## src/rtl/if_stage.sv

```systemverilog
// if_stage: instruction-fetch stage between the PC block and decode.
//
// Presents the current PC to a synchronous instruction memory (one-cycle read
// latency) and tracks the fetch in flight. Delivers the returned instruction,
// its PC and PC+INSTSIZE to decode. A hold register keeps the returned word
// while the pipeline is stalled, and a flush turns the next cycle into a bubble.
//
// Ports:
//   CLK          clock, all state updates on posedge
//   RESET        synchronous, active-high reset
//   PCIN         current PC from the PC block
//   STALL        hazard stall (the PC is frozen by the same signal)
//   FLUSH        squash the in-flight fetch; overrides STALL
//   IMEM_ADDR    word address to instruction memory (PCIN[IMEMADDRBITS-1:2])
//   IMEM_DATA    instruction memory read data, valid one cycle after address
//   INST_OUT     instruction to decode (NOP_INSTR for a bubble)
//   PC_OUT       PC of INST_OUT
//   PCINC_OUT    PC_OUT + INSTSIZE, wrapping
//   VALID_OUT    INST_OUT is a real instruction
//   ALIGN_ERR    PC_OUT is not word aligned while VALID_OUT
//   FETCH_COUNT  number of instructions handed to decode
module if_stage #(
  parameter int              DBITS        = 32,
  parameter int              IMEMADDRBITS = 16,
  parameter int              INSTSIZE     = 4,
  parameter logic [DBITS-1:0] NOP_INSTR   = 32'h0000_0000
) (
  input  logic                    CLK,
  input  logic                    RESET,
  input  logic [DBITS-1:0]        PCIN,
  input  logic                    STALL,
  input  logic                    FLUSH,
  output logic [IMEMADDRBITS-3:0] IMEM_ADDR,
  input  logic [DBITS-1:0]        IMEM_DATA,
  output logic [DBITS-1:0]        INST_OUT,
  output logic [DBITS-1:0]        PC_OUT,
  output logic [DBITS-1:0]        PCINC_OUT,
  output logic                    VALID_OUT,
  output logic                    ALIGN_ERR,
  output logic [31:0]             FETCH_COUNT
);

  // Fetch issued on the previous edge.
  logic [DBITS-1:0] f1_pc_r;
  logic             f1_valid_r;
  logic             f1_align_r;

  // Instruction captured on the first stalled edge, so it survives the memory
  // moving on to the next (frozen) PC.
  logic [DBITS-1:0] hold_inst_r;
  logic             hold_valid_r;

  logic [31:0]      cnt_r;

  logic             deliver_s;

  // Memory is indexed by word; the low two byte-address bits are dropped,
  // so misaligned PCs fetch the enclosing word.
  assign IMEM_ADDR = PCIN[IMEMADDRBITS-1:2];

  // Output selection: bubble, then held word, then live memory data.
  always_comb begin
    INST_OUT = NOP_INSTR;
    if (!f1_valid_r) begin
      INST_OUT = NOP_INSTR;
    end else if (hold_valid_r) begin
      INST_OUT = hold_inst_r;
    end else begin
      INST_OUT = IMEM_DATA;
    end
  end

  assign PC_OUT      = f1_pc_r;
  assign PCINC_OUT   = f1_pc_r + DBITS'(INSTSIZE);
  assign VALID_OUT   = f1_valid_r;
  assign ALIGN_ERR   = f1_valid_r & f1_align_r;
  assign FETCH_COUNT = cnt_r;

  // Decode consumes the current instruction only when the pipe advances.
  assign deliver_s = f1_valid_r & ~STALL & ~FLUSH;

  // Fetch tracking and hold register; RESET > FLUSH > STALL > advance.
  always_ff @(posedge CLK) begin
    if (RESET) begin
      f1_pc_r      <= '0;
      f1_valid_r   <= 1'b0;
      f1_align_r   <= 1'b0;
      hold_inst_r  <= '0;
      hold_valid_r <= 1'b0;
    end else if (FLUSH) begin
      f1_pc_r      <= PCIN;
      f1_valid_r   <= 1'b0;
      f1_align_r   <= |PCIN[1:0];
      hold_valid_r <= 1'b0;
    end else if (STALL) begin
      if (!hold_valid_r) begin
        hold_inst_r  <= IMEM_DATA;
        hold_valid_r <= 1'b1;
      end else begin
        hold_inst_r  <= hold_inst_r;
        hold_valid_r <= hold_valid_r;
      end
    end else begin
      f1_pc_r      <= PCIN;
      f1_valid_r   <= 1'b1;
      f1_align_r   <= |PCIN[1:0];
      hold_valid_r <= 1'b0;
    end
  end

  // Count of instructions handed to decode; wraps naturally at 2^32.
  always_ff @(posedge CLK) begin
    if (RESET) begin
      cnt_r <= 32'd0;
    end else if (deliver_s) begin
      cnt_r <= cnt_r + 32'd1;
    end else begin
      cnt_r <= cnt_r;
    end
  end

endmodule

```

## config.mk

```make
export PLATFORM = sky130hd
export DESIGN_NAME = if_stage
export DESIGN_NICKNAME = d
export VERILOG_FILES = /design/src/rtl/if_stage.sv
export SDC_FILE = /design/constraint.sdc
export NUM_CORES = 1
export LEC_CHECK = 0
export BUFFER_PORTS_ARGS = -buffer_cell sky130_fd_sc_hd__buf_2
export CORE_MARGIN = 8
export CORE_UTILIZATION = 28
export DETAILED_ROUTE_END_ITERATION = 8
export GPL_TIMING_DRIVEN = 0
export PLACE_DENSITY = 0.56
export SETUP_SLACK_MARGIN = 0.5
export SYNTH_ARGS = -nofsm -noshare
export SYNTH_HDL_FRONTEND = slang
export SYNTH_SLANG_ARGS = --single-unit
```

## constraint.sdc

```tcl
create_clock -name CLK -period 2.4 [get_ports CLK]
set_clock_uncertainty 0.2 [all_clocks]
set_input_delay 0.48 -clock CLK [delete_from_list [all_inputs] [get_ports CLK]]
set_output_delay 0.48 -clock CLK [all_outputs]
set_load 0.005 [all_outputs]
```

==> results_dict.tcl <==
set metrics [dict create \
    ys_async_sr_fraction_pct 0 \
    portBuffers 211 \
    final_util_pct 45.90 \
    grt_max_degree 17 \
    min_period_over_period_pct 113.2 \
    die_h_microns 150.4 \
    vias 5636 \
    grt_pass1_wl_mm 29.61 \
    die_w_microns 150.4 \
    ant_nets 0 \
    slew_headroom_pct 54.88 \
    r2r_slack_ns 0.50 \
    violations "negative setup slack" \
    p_sw_mw 1.023 \
    rr_endpoint "FETCH_COUNT[15]" \
    synth_edf_count 0 \
    cp_top_family "simple AND/OR/NAND/NOR gates" \
    core_area_sq_um 17840 \
    ir_drop_mv 0.2956 \
    cts_buffer_depth 2 \
    r2r_cells 7 \
    drcViolationCount 0 \
    cp-startpoint "PC_OUT[9]" \
    drt_wl_total_mm 19.46 \
    crit_required_ns 1.72 \
    syn_avg_cell_area_sq_um 7.761 \
    p_leak_nw 3.757 \
    crit_chain "nand4_4 -> or4_4 -> buf_4 -> buf_6 -> buf_4 -> xnor2_1 -> buf_2" \
    crit_buf_inv 4 \
    num_rows 49 \
    cpPeakStageDelay_ns 0.56 \
    syn_to_final_growth_pct 61.84 \
    whs_ns 0.1693 \
    intPower_mw 2.864 \
    switching_share_pct 26.32 \
    seqPwrFrac_pct 45.1 \
    yosysWarningCount 0 \
    layout.nets 1013 \
    synth_most_common_cell "nand2_1" \
    synth_mux_area_share_pct 7.418 \
    drtIter0Drc 162 \
    die_area_sq_um 22630 \
    startpoint_type "flip-flop" \
    grtUsageTotal_pct 16.47 \
    endpoint_kind "output pin" \
    cts-buffers-inserted 9 \
    htreeDepth 3 \
    yosys.area_share.adder_pct 0.4946 \
    clk_pin_slew_ns 0.07 \
    antennaDiodeCount 0 \
    fill_cells 1790 \
    ys_types 35 \
    synth_top_family_by_area "simple AND/OR/NAND/NOR gates" \
    antenna_found_initial 0 \
    worst_pin_slew_ns 0.6768 \
    drv_cap 0 \
    crit_top_cell "buf_4" \
    cts_num_sinks 99 \
    final_layout_size_suffix_gt1_share_pct 48.52 \
    cts_hold_buf 0 \
    min-delay-start "PCIN[19]" \
    drv_slew 0 \
    grt_pass1_vias 5499 \
    setup_viol 24 \
    yosys.area.top_type_share_pct 39.17 \
    share_comb_of_total_power_pct 14.2 \
    rsz0062_at_grt "true" \
    cts_tree "yes" \
    timing.final.ws_setup_ns -0.3171 \
    synth_commonest_cells "152 x nand2_1, 99 x dfxtp_1, 82 x a21oi_1" \
    cpMaxStageDelayCell "or4_4" \
    yosys_register_bits 99 \
    synthesis.nets 722 \
    crit_cells 7 \
    vias_per_cell 4.788 \
    gp_congestion 0.8106 \
    initial_core_util_pct 28.36 \
    syn_inst 652 \
    status "finished with violations" \
    ios 212 \
    yosys.area.top_type "dfxtp_1" \
    setup.worst_path.class "reg -> out" \
    dpl.hpwl_mm 13.57 \
    synth-compound-area-share_pct 10.83 \
    holdCritPathClass "in -> reg" \
    pwr-share-clk_pct 40.7 \
    arrival_ns 2.04 \
    path_max_fanout 4 \
    ys_seq_area_share_pct 39.17 \
    crit_end "PCINC_OUT[15]" \
    overflow 0 \
    period_needed_ns 2.717 \
    drt_pass1_iterations 4 \
    worstReg2RegStart "FETCH_COUNT[2]" \
    cts-root-buf "clkbuf_16" \
    wire_per_inst_microns 16.53 \
    clk_latency_ns 0.35 \
    power_density_nw_per_um2 474.7 \
    synth-xor-area-share_pct 6.405 \
    finalHoldViolCount 0 \
    max_freq_mhz 368.0 \
    syn-cell-area_sq_um 5060 \
    synthTopCellsByArea "dfxtp_1 39%, nand2_1 11%, a21oi_1 8.1%" \
    synth-simple-area-share_pct 29.55 \
    synthFlopType "dfxtp_1" \
]
stage by stage:
| stage | setup slack (ns) | setup TNS (ns) | total power [mW] | std cells | area [sq um] |
|---|---|---|---|---|---|
| finish | -0.3171 | -4.533 | 3.888 | 1177 | 8189 |
| global route | -0.4125 | -6.785 | 4.063 | 1177 | 8189 |
| CTS | -0.3366 | -5.292 | 3.913 | 1161 | 7761 |
| detailed placement | -0.3004 | -9.798 | 2.278 | 1092 | 6548 |
| global placement | -0.2608 | -8.198 | 2.272 | 1092 | 6548 |
| floorplan | 0.1356 | 0 | 2.027 | 652 | 5205 |
how the worst min path moves through the flow:
stage                       to  slack, ns  cells past startpoint
2_1_floorplan   hold_inst_r[0]       0.24                      2
3_3_place_gp    hold_inst_r[6]       0.24                      2
3_5_place_dp   hold_inst_r[26]       0.25                      2
4_1_cts             PC_OUT[19]       0.16                      3
5_1_grt        hold_inst_r[27]       0.16                      3
6_report            PC_OUT[19]       0.17                      3
sequential cells by signal, summed over array words and instances, names as in the netlist:
signal,count
hold_valid_r,1
hold_inst_r,32
f1_align_r,1
VALID_OUT,1
FETCH_COUNT,32
PC_OUT,32
layout make-up:
class	count	area (sq um)	area share, %
clock inverter	5	57.56	0.7028
buffer	56	449.2	5.485
inverter	9	33.78	0.4125
timing repair buffer	280	1713	20.92
clock buffer	11	264.0	3.224
sequential	99	2077	25.36
tap	229	286.5	3.499
multi-input combinational	488	3308	40.40
timing repair:
action                                  4_1_cts  5_1_grt
pin swaps                                    47       48
gates resized for setup                     128       84
cloned                                        6        0
setup buffers                                47       16
endpoints found under the setup margin      122      126
routing by layer:
layer	vias up	GRT usage (%)	share of wire [%]
met1	2657	19.70	42
met5	-	0	0
met2	148	29.06	50
met4	0	4.148	1.1
li1	2815	-	-
met3	16	3.787	6.7
cell families (layout without fill, tap and decap cells):
kind of cell / after synthesis / count (layout)
AO/OA/AOI/OAI: 101 / 101
multiplexers: 37 / 37
AND/OR/NAND/NOR: 311 / 311
XOR/XNOR: 37 / 37
adder cells (fa/ha/maj): 2 / 2
buffers and inverters: 65 / 361
flip-flops: 99 / 99
tightest hold or removal path: cells and delay by family:
kind            cells  cell delay, ns
simple gates        1            0.04
buf+inv             1            0.09
compound gates      1            0.05
power groups by stage:
stage	Clock (mW)	Sequential, mW	Combinational [mW]
2_1_floorplan	0	1.79	0.232
3_3_place_gp	0	1.81	0.462
3_5_place_dp	0	1.81	0.466
4_1_cts	1.61	1.76	0.537
5_1_grt	1.69	1.76	0.609
6_report	1.58	1.75	0.551
placed cells by master, fill, tap and decap left out, types with 15 or more instances in the layout:
master,synthesis,layout
nand2_1,152,145
dfxtp_4,0,21
buf_4,16,63
nand4_1,18,18
buf_2,5,211
mux2i_1,33,30
buf_6,0,24
clkbuf_16,0,17
a21oi_1,82,71
clkbuf_2,0,15
xor2_1,19,19
nor2_1,55,47
dfxtp_1,99,65
Note: power is estimated with default switching activity, not from simulation.
